**config.mk**
```make
export PLATFORM = sky130hd
export DESIGN_NAME = fifth_mem_arbiter
export DESIGN_NICKNAME = d
export VERILOG_FILES = /design/src/rtl/fifth_mem_arbiter.sv
export SDC_FILE = /design/constraint.sdc
export NUM_CORES = 1
export LEC_CHECK = 0
export ABC_CLOCK_PERIOD_IN_PS = 2200
export BUFFER_PORTS_ARGS = -buffer_cell sky130_fd_sc_hd__buf_2
export CAP_MARGIN = 20
export CORE_MARGIN = 1
export CORE_UTILIZATION = 42
export CTS_CLUSTER_SIZE = 10
export DETAILED_ROUTE_END_ITERATION = 8
export PLACE_DENSITY = 0.89
export SYNTH_ARGS = -nofsm -noshare
export SYNTH_HDL_FRONTEND = slang
export SYNTH_SLANG_ARGS = --single-unit
```
**constraint.sdc**
```tcl
create_clock -name clk -period 2.2 [get_ports clk]
set_input_delay 0.22 -clock clk [delete_from_list [all_inputs] [get_ports clk]]
set_output_delay 0.22 -clock clk [all_outputs]
set_load 0.02 [all_outputs]
```
**src/rtl/fifth_mem_arbiter.sv**
```systemverilog
// -----------------------------------------------------------------------------
// fifth_mem_arbiter
//
// Shares the single synchronous data-RAM port (1-cycle read latency) between
// two masters: port 0 (fifth CPU data port) and port 1 (loader / DMA).
// Round-robin arbitration with a bounded hold: a port that keeps winning while
// the other one waits is cut off after MAX_HOLD consecutive grants.
//
// Optional feature (macro FIFTH_ARB_LOCK_EN): adds input p1_lock. While port 1
// owns the RAM and p1_lock is high, port 0 is never granted and the hold limit
// is ignored; ownership stays with port 1 even in cycles without a p1 request.
//
// Ports:
//   clk, reset (async, active-low)
//   pN_req/pN_we/pN_addr/pN_wdata : request side of port N (held until gnt)
//   pN_gnt                        : access issued to the RAM this cycle
//   pN_rvalid/pN_rdata            : read return, one cycle after a read grant
//   ram_addr/ram_we/ram_wdata     : RAM command (zero when nothing is granted)
//   ram_rdata                     : RAM read data, valid the cycle after addr
//   p1_lock                       : only with FIFTH_ARB_LOCK_EN
// -----------------------------------------------------------------------------
module fifth_mem_arbiter #(
    parameter int ADDR_W   = 16,
    parameter int DATA_W   = 16,
    parameter int MAX_HOLD = 8
) (
    input  logic              clk,
    input  logic              reset,
`ifdef FIFTH_ARB_LOCK_EN
    input  logic              p1_lock,
`endif
    input  logic              p0_req,
    input  logic              p0_we,
    input  logic [ADDR_W-1:0] p0_addr,
    input  logic [DATA_W-1:0] p0_wdata,
    output logic              p0_gnt,
    output logic              p0_rvalid,
    output logic [DATA_W-1:0] p0_rdata,
    input  logic              p1_req,
    input  logic              p1_we,
    input  logic [ADDR_W-1:0] p1_addr,
    input  logic [DATA_W-1:0] p1_wdata,
    output logic              p1_gnt,
    output logic              p1_rvalid,
    output logic [DATA_W-1:0] p1_rdata,
    output logic [ADDR_W-1:0] ram_addr,
    output logic              ram_we,
    output logic [DATA_W-1:0] ram_wdata,
    input  logic [DATA_W-1:0] ram_rdata
);

    typedef enum logic [1:0] {
        IDLE = 2'd0,
        OWN0 = 2'd1,
        OWN1 = 2'd2
    } state_t;

    localparam logic [7:0] MAX_HOLD_C = 8'(MAX_HOLD);

    state_t            state_q, state_d;
    logic              last_q, last_d;
    logic [7:0]        hold_cnt_q, hold_cnt_d;
    logic [7:0]        hold_inc;
    logic              rd_pend0_q, rd_pend1_q;
    logic [DATA_W-1:0] p0_rdata_q, p1_rdata_q;
    logic              gnt0, gnt1;
    logic              lock_act;

    assign hold_inc = (hold_cnt_q == 8'hFF) ? 8'hFF : hold_cnt_q + 8'd1;

    always_comb begin
        gnt0       = 1'b0;
        gnt1       = 1'b0;
        state_d    = IDLE;
        last_d     = last_q;
        hold_cnt_d = 8'd0;
        lock_act   = 1'b0;
`ifdef FIFTH_ARB_LOCK_EN
        lock_act   = (state_q == OWN1) && p1_lock;
`endif
        if (lock_act) begin
            gnt1 = p1_req;
        end else if (p0_req && p1_req) begin
            unique case (state_q)
                OWN0:    if (hold_cnt_q < MAX_HOLD_C) gnt0 = 1'b1; else gnt1 = 1'b1;
                OWN1:    if (hold_cnt_q < MAX_HOLD_C) gnt1 = 1'b1; else gnt0 = 1'b1;
                default: if (last_q) gnt0 = 1'b1; else gnt1 = 1'b1;
            endcase
        end else begin
            gnt0 = p0_req;
            gnt1 = p1_req;
        end

        // No grant may escape while reset is held low.
        if (!reset) begin
            gnt0 = 1'b0;
            gnt1 = 1'b0;
        end

        // hold_cnt counts consecutive grants to the owner while the other
        // port waits; a fresh owner starts the count at 1.
        if (gnt0) begin
            state_d = OWN0;
            last_d  = 1'b0;
            if (p1_req) hold_cnt_d = (state_q == OWN0) ? hold_inc : 8'd1;
        end else if (gnt1) begin
            state_d = OWN1;
            last_d  = 1'b1;
            if (p0_req) hold_cnt_d = (state_q == OWN1) ? hold_inc : 8'd1;
        end

        // Locked: port 1 keeps ownership even without a request. The count is
        // pinned at saturation while port 0 waits so that port 0 wins as soon
        // as the lock drops.
        if (lock_act) begin
            state_d    = OWN1;
            hold_cnt_d = p0_req ? 8'hFF : 8'd0;
        end
    end

    always_comb begin
        ram_we    = (gnt0 & p0_we) | (gnt1 & p1_we);
        ram_addr  = '0;
        ram_wdata = '0;
        if (gnt0) begin
            ram_addr  = p0_addr;
            ram_wdata = p0_wdata;
        end else if (gnt1) begin
            ram_addr  = p1_addr;
            ram_wdata = p1_wdata;
        end
    end

    always_ff @(posedge clk or negedge reset) begin
        if (!reset) begin
            state_q    <= IDLE;
            last_q     <= 1'b1;
            hold_cnt_q <= 8'd0;
            rd_pend0_q <= 1'b0;
            rd_pend1_q <= 1'b0;
            p0_rdata_q <= '0;
            p1_rdata_q <= '0;
        end else begin
            state_q    <= state_d;
            last_q     <= last_d;
            hold_cnt_q <= hold_cnt_d;
            rd_pend0_q <= gnt0 & ~p0_we;
            rd_pend1_q <= gnt1 & ~p1_we;
            if (rd_pend0_q) p0_rdata_q <= ram_rdata;
            if (rd_pend1_q) p1_rdata_q <= ram_rdata;
        end
    end

    assign p0_gnt    = gnt0;
    assign p1_gnt    = gnt1;
    assign p0_rvalid = rd_pend0_q;
    assign p1_rvalid = rd_pend1_q;
    // Read data passes straight through in the return cycle and is held
    // afterwards from the capture register.
    assign p0_rdata  = rd_pend0_q ? ram_rdata : p0_rdata_q;
    assign p1_rdata  = rd_pend1_q ? ram_rdata : p1_rdata_q;

endmodule

```
# After elaboration in Yosys (flattened, before gate mapping)
# Index checks and enable logic that the tools add are counted.
[word_totals]
inputBits = 86
register_bits = 45
output_inout_bits = 69
[classes]
n_bitwise = 7
magnitude_cmp = 1
n_eq_ne = 3
mux = 27
n_reduce_logical = 2
add_sub_neg = 1
[op_table]
columns = ["op", "n"]
rows = [
  ["$mux W16", 6],
  ["$mux W8", 7],
  ["$mux W1", 10],
  ["$add A8 B1 Y8 const B", 1],
  ["$eq A8 B8 Y1 const B", 1],
  ["$lt A8 B4 Y1 const B", 1],
  ["$and A1 B1 Y1", 4],
  ["$mux W2", 2],
  ["$pmux W1 S2", 2],
  ["$eq A2 B1 Y1 const B", 1],
  ["$eq A2 B2 Y1 const B", 1],
  ["$not A1 Y1", 2],
  ["$reduce_bool A2 Y1", 1],
  ["$logic_and A1 B1 Y1", 1],
  ["$or A1 B1 Y1", 1],
]

# Logic depth before layout (Yosys ltp)
# Gate-level depths: netlist of run 1.
[depth]
ltp_word = 7
depth_mapped = 9

# Worst setup path before layout of run 1
# OpenSTA, ideal clock, no wires.
[synth_timing]
kind = "register -> output"
startpoint = "register state_q[0]"
endpoint = "output ram_addr[10]"
arrival_time_ns = 1.817
slack_ns = 0.163
path_stages_with_launch = 9
n_path_buf = 2
cell_sequence = "dfrtp_1 inv_1 ha_1 nor2b_1 and4_1 o31a_1 buf_6 buf_8 a22o_1"
[synth_via]
elab_cells_between_ends = 10
classes_between = "eq/ne (2); mux (8)"
[synth_lines]
columns = ["element", "line_no", "text"]
rows = [
  ["start, declared", "60", "state_t state_q, state_d;"],
  ["start signal, assigned", "144", "state_q <= state_d;"],
  ["$eq A2 B2 Y1 or $eq A2 B1 Y1 (tied branches)", "84", "unique case (state_q)"],
  ["$pmux W1 S2 *", "84", ""],
  ["$mux W1 *", "83", "end else if (p0_req && p1_req) begin"],
  ["$mux W1 *", "95", "if (!reset) begin"],
  ["via p0_gnt", "36", "output logic p0_gnt,"],
  ["$mux W16 *", "125", "if (gnt0) begin"],
  ["end, declared", "46", "output logic [ADDR_W-1:0] ram_addr,"],
]
# The timed path passes the listed nets; every way through them passes the cells marked *.

# Worst setup path in the final report of run 1
[layout_timing]
startpoint = "register state_q[0]"
endpoint = "output ram_addr[5]"
[layout_via]
elab_chain_cells = 6
elab_cells_between_ends = 10
classes_between = "eq/ne (2); mux (8)"
[layout_lines]
columns = ["element", "line_no", "text"]
rows = [
  ["$eq A2 B2 Y1 or $eq A2 B1 Y1 (tied branches)", "84", ""],
  ["$pmux W1 S2", "84", ""],
  ["$mux W1", "83", ""],
  ["$mux W1", "95", ""],
  ["$mux W16", "128", "end else if (gnt1) begin"],
  ["$mux W16 *", "125", ""],
]
# Every way passes the cells marked *; elsewhere a longest branch is shown, timed or not.

==> results of run 1 <==
final cells by class:
type                            count  area (sq um)  area share, %
Multi-Input combinational cell    119          1090           31.9
Clock buffer                        5          68.8           2.01
Sequential cell                    45          1130           33.1
Tap cell                           70          87.6           2.56
Clock inverter                      2          35.0           1.03
Timing Repair Buffer              168           980           28.7
Inverter                            7          26.3          0.769
routing by layer:
| layer | track usage [%] | vias to the layer above | share of wire [%] |
|---|---|---|---|
| met2 | 36.7 | 93 | 50 |
| met5 | 0 | - | 0 |
| met1 | 27.8 | 1028 | 44 |
| met4 | 6.73 | 0 | 0.90 |
| li1 | - | 1021 | - |
| met3 | 4.43 | 5 | 5.5 |
cells by family (layout without fill, tap and decap cells):
kind of cell | count (synthesis) | after routing | synth area share [%]
adders and majority gates | 3 | 3 | 1.63
xor gates and xnor gates | 3 | 3 | 1.14
and+or+nand+nor | 25 | 25 | 7.15
buffers and inverters | 19 | 182 | 5.37
AOI/OAI and AO/OA | 55 | 55 | 19.8
muxes | 33 | 33 | 16.1
DFF | 45 | 45 | 48.8
sequential cells by signal, indices dropped and copies added (netlist names):
| signal | flops |
|---|---|
| last_q | 1 |
| p0_rdata_q | 16 |
| hold_cnt_q | 8 |
| p0_rvalid | 1 |
| p1_rvalid | 1 |
| state_q | 2 |
| p1_rdata_q | 16 |
worst paths after layout:
check	slack (ns)	endpoint	cells after the start
max	-0.16	ram_addr[5]	8
min	0.07	p0_rvalid$_DFF_PN0_	2
max reg2reg	0.42	hold_cnt_q[0]$_DFF_PN0_	8
min reg2reg	0.49	p1_rdata_q[11]$_DFF_PN0_	1
max in group asynchronous	1.72	hold_cnt_q[7]$_DFF_PN0_	2
min in group clk	0.11	p1_rvalid$_DFF_PN0_	2
stage by stage:
stage / cells / hold slack [ns] / worst slack (ns) / TNS, ns
final: 416 / 0.0745 / -0.163 / -3.91
after global routing: 416 / 0.104 / -0.226 / -6.75
after CTS: 415 / 0.0987 / -0.156 / -3.72
after detailed placement: 402 / 0.420 / 0.104 / 0
after global placement: 402 / 0.394 / 0.165 / 0
after floorplan: 183 / -0.0756 / 0.163 / 0
cells in the mapped netlist (2+ instances only):
| cell type | count |
|---|---|
| dfrtp_1 | 44 |
| a22o_1 | 34 |
| mux2_2 | 33 |
| inv_1 | 7 |
| a21oi_1 | 6 |
| nand3_1 | 5 |
| a31oi_1 | 3 |
| buf_4 | 3 |
| buf_8 | 3 |
| clkbuf_1 | 3 |
| ha_1 | 3 |
| nor2b_1 | 3 |
| and3_1 | 2 |
| and4_1 | 2 |
| buf_1 | 2 |
| nand2_1 | 2 |
| nand4_1 | 2 |
| nor3_1 | 2 |
| xnor2_1 | 2 |
power groups by stage:
stage	Clock (uW)	Sequential, uW	Combinational (uW)
2_1_floorplan	0	1070	717
3_5_place_dp	0	1090	1090
6_report	590	1080	1150
5_1_grt	635	1090	1220
4_1_cts	608	1070	1140
3_3_place_gp	0	1080	1070
timing repair:
| item | in CTS | in global routing |
|---|---|---|
| gates cloned | 2 | 0 |
| pin swaps | 2 | 2 |
| gates resized for setup | 7 | 14 |
| hold endpoints to repair | 0 | 0 |
| setup buffers | 4 | 1 |
| endpoints found under the setup margin | 34 | 34 |
==> results.txt, run 1 <==
Worst setup SP type -> flop
CTS tree -> yes
initial DRC count -> 97
Slew headroom -> 63.0%
failing checks -> negative setup slack
Yosys Warn Count -> 0
Post-synth EDFFs -> 0
Hold Path Class -> input port to asynchronous set/reset pin
Max clock buf depth -> 2
IR drop worst, VDD -> 0.000426 V
most common cell after layout, fill and taps aside -> buf_2
final cycle utilization of the critical path -> 107%
Seq/Total Area, Yosys -> 48.8%
post-placement cell area -> 0.00315 sq mm
final hold vios -> 0
CTS clk-pin slew, worst paths -> 0.08 ns
syn avg cell area -> 12.6 sq um
Root Driver -> clkbuf_8
Yosys reg bits -> 45
Util after Layout -> 65.6%
Period minus WS final -> 2.36 ns
FF-to-FF Start -> state_q[0]$_DFF_PN0_
Max Cap Violations -> 0
WP buf/inv -> 3
post-route cell area -> 0.00342 sq mm
Initial Util -> 44.4%
P&R area growth vs syn -> 48.0%
initial antenna violation count -> 0
Tot Pwr -> 2810 uW
H-tree depth -> 2
Die Span Y -> 76.1 um
CP max FO -> 36
number of I/O port buffers -> 154
via count -> 2147
most frequent cells in the layout -> 148 x buf_2, 42 x dfrtp_1, 34 x a22o_1, 33 x mux2_2, 11 x buf_4
DRT Wirelength -> 6.55 mm
power share of the combinational group -> 40.8%
Distinct cells, synth -> 41
Top delay family on crit path -> compound AO/OA/AOI/OAI gates
Max Slew Vio Count -> 0
Area contributors post-synth -> dfrtp_1 48%, mux2_2 16%, a22o_1 13%, buf_8 2.0%, ha_1 1.6%
CP required -> 1.98 ns
Final Worst Setup Slack -> -0.163 ns
largest net degree at the start of global routing -> 47
Vias/cell -> 5.16
fmax -> 423 MHz
Flop pwr share -> 38.2%
global-route usage over all layers -> 21.7%
Clock power frac -> 21.0%
Crit. End Element -> output port
Mapped Nets -> 272
async set-or-reset flop fraction in the synthesized netlist -> 100%
ant diodes -> 0
CP cell instances -> inv_2 -> ha_4 -> nor2b_4 -> and4_1 -> o31a_1 -> buf_12 -> a22o_1 -> buf_6
crit path kind -> flop to output port
layout cells sized above 1 -> 63.9%
# hold bufs at CTS -> 0
Leak -> 0.00175 uW
Mapped Area -> 0.00231 sq mm
cell count after synthesis -> 183
Post-DRT Antenna Nets -> 0
Top Ports -> 155
Remaining Overflow, GRT -> 0
PD cells -> 824 mW/mm^2
placer congestion estimate -> 0.790
Sink Count -> 45
final net count -> 435
Worst-Skew Late Latency -> 0.30 ns
DR WL/cell -> 15.7 um
hpwl dp -> 4.83 mm
RSZ-0062 raised after global routing -> yes
Worst setup startpoint -> state_q[0]$_DFF_PN0_
sw frac -> 34.4%
CP max stage cell -> dfrtp_1
skew final -> 0.00621 ns
vias in the first global route -> 2086
worst slew pin tran -> 0.554 ns
WP data arrival -> 2.14 ns
P_sw -> 968 uW
Yosys top cell area share -> 47.7%
drt drc -> 0
wire length of the first global-routing pass -> 9.86 mm
Core Area -> 0.00520 sq mm
max incr delay on CP -> 0.38 ns
Synth Flop Type -> dfrtp_1
Internal -> 1850 uW
leading area contributor after synthesis -> dfrtp_1
status -> finished with violations
Filler Cells Inserted -> 402
Setup-failing EPs final -> 33
Die X -> 76.1 um
full die area -> 0.00580 sq mm
Std-Cell Rows -> 26
DRT Pass-1 Iters -> 4
cts bufs inserted -> 5
(Power assumes the default switching activity.)
==> run 2: changes to the inputs <==
--- a/config.mk
+++ b/config.mk
@@ -5,11 +5,12 @@
 export SDC_FILE = /design/constraint.sdc
 export NUM_CORES = 1
 export LEC_CHECK = 0
+export ABC_AREA = 1
 export ABC_CLOCK_PERIOD_IN_PS = 2200
 export BUFFER_PORTS_ARGS = -buffer_cell sky130_fd_sc_hd__buf_2
 export CAP_MARGIN = 20
 export CORE_MARGIN = 1
-export CORE_UTILIZATION = 42
+export CORE_UTILIZATION = 44
 export CTS_CLUSTER_SIZE = 10
 export DETAILED_ROUTE_END_ITERATION = 8
 export PLACE_DENSITY = 0.89
==> run 2 against run 1 <==
The run ends with design-rule violations, negative setup slack left; first-iteration DRC count rose to 6.6 times the previous value; synthesized cell count rose by 69%; non-clock buffer count rose by 24; register-to-register slack got worse by 0.42 ns; hold slack improved by 0.012 ns.
==> results.txt, run 2 <==
status -> finished with violations
failing checks -> design-rule violations, negative setup slack
Top Ports -> 155
vias in the first global route -> 3356
Hold Path Class -> input port to flop
WP data arrival -> 2.35 ns
Sink Count -> 45
async set-or-reset flop fraction in the synthesized netlist -> 100%
Setup crit end -> ram_we
Post-DRT Antenna Nets -> 0
Core Area -> 0.00561 sq mm
CP max stage cell -> dfrtp_1
hpwl dp -> 5.74 mm
sw frac -> 38.3%
final hold vios -> 0
FF+latch area -> 0.00113 sq mm
Worst setup SP type -> flop
Worst-Skew Late Latency -> 0.31 ns
placer congestion estimate -> 0.960
r2r endpoint -> hold_cnt_q[7]$_DFF_PN0_
Remaining Overflow, GRT -> 0
Root Driver -> clkbuf_8
cts bufs inserted -> 5
Initial Util -> 46.4%
Mapped Nets -> 398
Seq/Total Area, Yosys -> 43.3%
P_sw -> 1210 uW
wire length of the first global-routing pass -> 15.9 mm
P&R area growth vs syn -> 65.3%
IR drop worst, VDD -> 0.000595 V
layout cells sized above 1 -> 58.3%
DRT Pass-1 Iters -> 9
DR WL/cell -> 21.7 um
global-route usage over all layers -> 33.4%
syn avg cell area -> 8.43 sq um
Setup WS pre-CTS -> 0.107 ns
Util after Layout -> 76.8%
Distinct cells, synth -> 25
drt drc -> 4
WP buf/inv -> 3
initial antenna violation count -> 0
via count -> 3528
largest net degree at the start of global routing -> 25
fin cells -> 564
FF-to-FF Start -> hold_cnt_q[6]$_DFF_PN0_
PD cells -> 731 mW/mm^2
Leak -> 0.00227 uW
final net count -> 580
CTS tree -> yes
crit path kind -> flop to output port
fmax -> 389 MHz
Final Worst Setup Slack -> -0.368 ns
RSZ-0062 raised after global routing -> yes
Critical Path Most Common Cell -> nand2_2
final cycle utilization of the critical path -> 117%
Regs by FF count -> p0_rdata_q x16, p1_rdata_q x16, hold_cnt_q x8
Post-synth EDFFs -> 0
Vias/cell -> 6.26
H-tree depth -> 2
CP required -> 1.98 ns
CTS clk-pin slew, worst paths -> 0.09 ns
Post-synth top cells -> 103 x nand2_1, 44 x dfrtp_1, 44 x nand4_1
Yosys reg bits -> 45
CP max FO -> 5
worst hold path depth -> 2
full die area -> 0.00623 sq mm
initial DRC count -> 639
Yosys top cell area share -> 42.3%
CP Depth -> 12
Flop pwr share -> 33.9%
max incr delay on CP -> 0.44 ns
Filler Cells Inserted -> 312
Top delay family on crit path -> simple AND/OR/NAND/NOR gates
ant diodes -> 0
cell count after synthesis -> 309
Die X -> 78.9 um
Yosys Warn Count -> 0
Max clock buf depth -> 2
power share of the combinational group -> 44.9%
Period minus WS final -> 2.57 ns
Clock power frac -> 21.2%
number of I/O port buffers -> 154
r2r setup slk -> 0 ns
DRT Wirelength -> 12.2 mm
Internal -> 1940 uW
Crit. End Element -> output port
skew final -> 0.00930 ns
Std-Cell Rows -> 27
Max Slew Vio Count -> 0
Worst R2R Path Depth -> 13
Synth Flop Type -> dfrtp_1
Area contributors post-synth -> dfrtp_1 42%, nand2_1 15%, mux2_2 14%, nand4_1 11%, inv_1 2.5%
leading area contributor after synthesis -> dfrtp_1
setup TNS -> -10.16 ns
multi-input logic area -> 0.00151 sq mm
most common cell after layout, fill and taps aside -> buf_2
Slew headroom -> 65.6%
Worst setup startpoint -> hold_cnt_q[6]$_DFF_PN0_
Mapped Area -> 0.00260 sq mm
most frequent cells in the layout -> 124 x buf_2, 63 x nand2_1, 44 x nand4_1, 43 x dfrtp_1, 34 x nand2_2
worst slew pin tran -> 0.513 ns
Setup-failing EPs final -> 36
Die Span Y -> 78.9 um
top-count cell post-synth -> nand2_1
CP cell instances -> nor2_4 -> nand3_4 -> nand2_2 -> nand2_4 -> o21bai_4 -> nand2_4 -> buf_6 -> nor2_4 -> clkbuf_16 -> nand2_2 -> nand2_2 -> buf_6
dpl cells -> 528
Max Cap Violations -> 0
run 2: cells by family (layout without fill, tap and decap cells):
family          after synthesis  in the layout  share of synthesized area [%]
mux                          32             32                           13.8
simple gates                180            183                           31.7
buf+inv                      38            218                           6.97
compound gates               10             10                           2.40
fa+ha+maj                     3              3                           1.44
xor+xnor                      1              1                          0.336
flops                        45             45                           43.3
run 2: power by group through the flow:
stage               Sequential, uW  Combinational (uW)  Clock, uW
global placement              1050                1040          0
CTS                           1060                1250        666
detailed placement            1070                1070          0
finish                        1070                1410        668
global route                  1080                1470        703
floorplan                     1050                 693          0
run 2: how the worst min path moves through the flow:
stage / startpoint / end / slack, ns
finish: p1_we / p1_rvalid$_DFF_PN0_ / 0.09
global route: p1_we / p1_rvalid$_DFF_PN0_ / 0.09
CTS: p1_we / p1_rvalid$_DFF_PN0_ / 0.07
detailed placement: reset / state_q[1]$_DFF_PN0_ / 0.30
global placement: reset / state_q[1]$_DFF_PN0_ / 0.30
floorplan: reset / hold_cnt_q[0]$_DFF_PN0_ / -0.08
run 2: metal layers:
metal / GRT usage (%) / part of all wire, % / up-vias
met5: 0 / 0 / -
met4: 22.7 / 8.2 / 0
met3: 5.40 / 11 / 122
met2: 57.5 / 47 / 359
met1: 38.0 / 34 / 1631
li1: - / - / 1416
run 2: worst register-to-register path, delay by kind of cell (launching register included):
kind / cells / cell delay (ns)
AND/OR/NAND/NOR: 8 / 0.98
flip-flops: 1 / 0.44
AO/OA/AOI/OAI: 1 / 0.17
buffers and inverters: 4 / 0.57
run 2: repair_timing:
action | CTS | global route
hold endpoints to repair | 29 | 0
cloned | 6 | 2
pin swaps | 9 | 19
gates resized for setup | 70 | 57
setup endpoints to repair | 34 | 35
setup buffers | 10 | 9
hold buffers | 1 | 0
run 2: area by class of cell:
type	instances	area share, %
inverters	18	1.63
clock inverters	3	1.10
multi-input cells	229	35.2
repair buffers	192	32.2
clock buffers	5	1.60
flip-flops and latches	45	26.2
well taps	72	2.09
run 2: through the flow:
stage	hold slack (ns)	power (uW)	instance area (sq um)
floorplan	-0.0756	1740	2600
global placement	0.296	2100	3460
finish	0.0866	3150	4300
detailed placement	0.298	2140	3460
global route	0.0852	3250	4300
CTS	0.0741	2970	4030
==> run 3: changes to the inputs <==
--- a/config.mk
+++ b/config.mk
@@ -11,8 +11,10 @@
 export CAP_MARGIN = 20
 export CORE_MARGIN = 1
 export CORE_UTILIZATION = 44
-export CTS_CLUSTER_SIZE = 10
+export CTS_BUF_LIST = sky130_fd_sc_hd__clkbuf_16
+export CTS_CLUSTER_SIZE = 24
 export DETAILED_ROUTE_END_ITERATION = 8
+export GPL_ROUTABILITY_DRIVEN = 1
 export PLACE_DENSITY = 0.89
 export SYNTH_ARGS = -nofsm -noshare
 export SYNTH_HDL_FRONTEND = slang
==> run 3 against run 2 <==
Sequential share of layout area rose by 0.44 points; combinational power hardly changed; via count shrank 0.28%; clock-buffer cell count is the same; critical endpoint is now ram_wdata[3]; fmax up 5.4%; clock skew increased by 0.0036 ns; register-to-register slack improved by 0.09 ns; global-route usage is 4.5 points lower; the flow finishes with violations (negative setup slack); clock power is 34% higher; final area decreased by 1.7%; die area did not move.
==> results.txt, run 3 (synthesized netlist as in run 2, its figures left out) <==
grt met3 use -> 5.75%
Core Area -> 0.00561 sq mm
drt drc -> 0
Regs by FF count -> p0_rdata_q x16, p1_rdata_q x16, hold_cnt_q x8
Worst-Skew Late Latency -> 0.30 ns
final net count -> 577
Vias/cell -> 6.27
DR WL/cell -> 21.2 um
Die Span Y -> 78.9 um
placer congestion estimate -> 0.960
Most Crowded Layer GR -> met2
Util after Layout -> 75.4%
vias in the first global route -> 3023
fin cells -> 561
number of I/O port buffers -> 154
failing checks -> negative setup slack
Remaining Overflow, GRT -> 0
WP data arrival -> 2.22 ns
most frequent cells in the layout -> 123 x buf_2, 97 x nand2_1, 44 x nand4_1, 44 x dfrtp_1
dpl cells -> 528
initial antenna violation count -> 0
Root Driver -> clkbuf_16
Die X -> 78.9 um
layout cells sized above 1 -> 51.3%
hpwl dp -> 5.74 mm
Final Worst Setup Slack -> -0.238 ns
Slew headroom -> 62.3%
via count -> 3518
PD cells -> 794 mW/mm^2
Leak -> 0.00225 uW
final cycle utilization of the critical path -> 111%
most common cell after layout, fill and taps aside -> buf_2
cts bufs inserted -> 5
DRT Pass-1 Iters -> 6
final hold vios -> 0
RSZ-0062 raised after global routing -> yes
CTS tree -> yes
fmax -> 410 MHz
full die area -> 0.00623 sq mm
Setup-failing EPs final -> 34
P&R area growth vs syn -> 62.4%
crit path kind -> flop to output port
Worst setup SP type -> flop
Period minus WS final -> 2.44 ns
Sink Count -> 45
DRT Wirelength -> 11.9 mm
skew final -> 0.0129 ns
ant diodes -> 0
GR Util met2 -> 52.4%
largest net degree at the start of global routing -> 25
IR drop worst, VDD -> 0.000684 V
Std-Cell Rows -> 27
Initial Util -> 46.4%
Hold Path Class -> input port to flop
Post-DRT Antenna Nets -> 0
global-route usage over all layers -> 28.9%
Max clock buf depth -> 2
wire length of the first global-routing pass -> 14.0 mm
r2r setup slk -> 0.09 ns
H-tree depth -> 2
Top Ports -> 155
Max Slew Vio Count -> 0
CP max FO -> 9
Crit. End Element -> output port
worst slew pin tran -> 0.564 ns
Max Cap Violations -> 0
CTS clk-pin slew, worst paths -> 0.08 ns
status -> finished with violations
met1 Track Usage GR -> 32.8%
CP required -> 1.98 ns
initial DRC count -> 549
[run 3: final cells by class]
cell class                 count  area (sq um)
multi-input combinational    230          1420
fill                         338          1380
timing repair buffer         188          1350
sequential                    45          1130
clock buffer                   5           125
tap                           72          90.1
inverter                      18          71.3
clock inverter                 3          47.5
[run 3: metal layers]
layer	wire (um)	vias up
li1	-	1413
met1	3870	1606
met2	5790	350
met3	1110	149
met4	1130	0
met5	0	-
[run 3: metrics by stage]
step	worst slack, ns	instance area (sq um)	hold slack [ns]	TNS (ns)	total power (uW)
floorplan	0.426	2600	-0.0756	0	1740
global placement	0.195	3460	0.296	0	2100
detailed placement	0.107	3460	0.298	0	2140
CTS	0.00744	3940	0.0950	0	3150
global route	-0.285	4230	0.0830	-6.78	3470
finish	-0.238	4230	0.0892	-4.46	3360
[run 3: report_power, final]
group	switching, uW	internal [uW]	total, uW
combinational	806	589	1390
sequential	62.0	1000	1070
clock	352	545	897
total	1220	2140	3360
[run 3: final timing paths]
check,cells past startpoint,start,end
worst max-delay path,11,hold_cnt_q[5]$_DFF_PN0_,ram_wdata[3]
worst min-delay path,2,p0_we,p0_rvalid$_DFF_PN0_
worst max register to register,13,hold_cnt_q[5]$_DFF_PN0_,hold_cnt_q[5]$_DFF_PN0_
worst min register to register,1,p1_rdata_q[2]$_DFF_PN0_,p1_rdata_q[2]$_DFF_PN0_
max in group asynchronous,3,reset,p0_rdata_q[4]$_DFF_PN0_
min in group asynchronous,3,reset,state_q[1]$_DFF_PN0_
[run 3: critical path, cell delays in order, from the launching register on]
cell,delay (ns)
dfrtp_1,0.46
nor2_2,0.16
nand3_2,0.13
buf_6,0.14
nor2_4,0.10
o21bai_4,0.09
nand2_4,0.11
buf_12,0.16
buf_12,0.14
nand4_1,0.13
nand2_1,0.15
buf_6,0.13
[run 3: timing repair]
| action | CTS | global route |
|---|---|---|
| pin swaps | 4 | 5 |
| hold buffers | 1 | 0 |
| setup buffers | 8 | 6 |
| setup endpoints to repair | 34 | 35 |
| gates cloned | 6 | 4 |
| resized for setup | 37 | 47 |
| hold endpoints to repair | 20 | 0 |
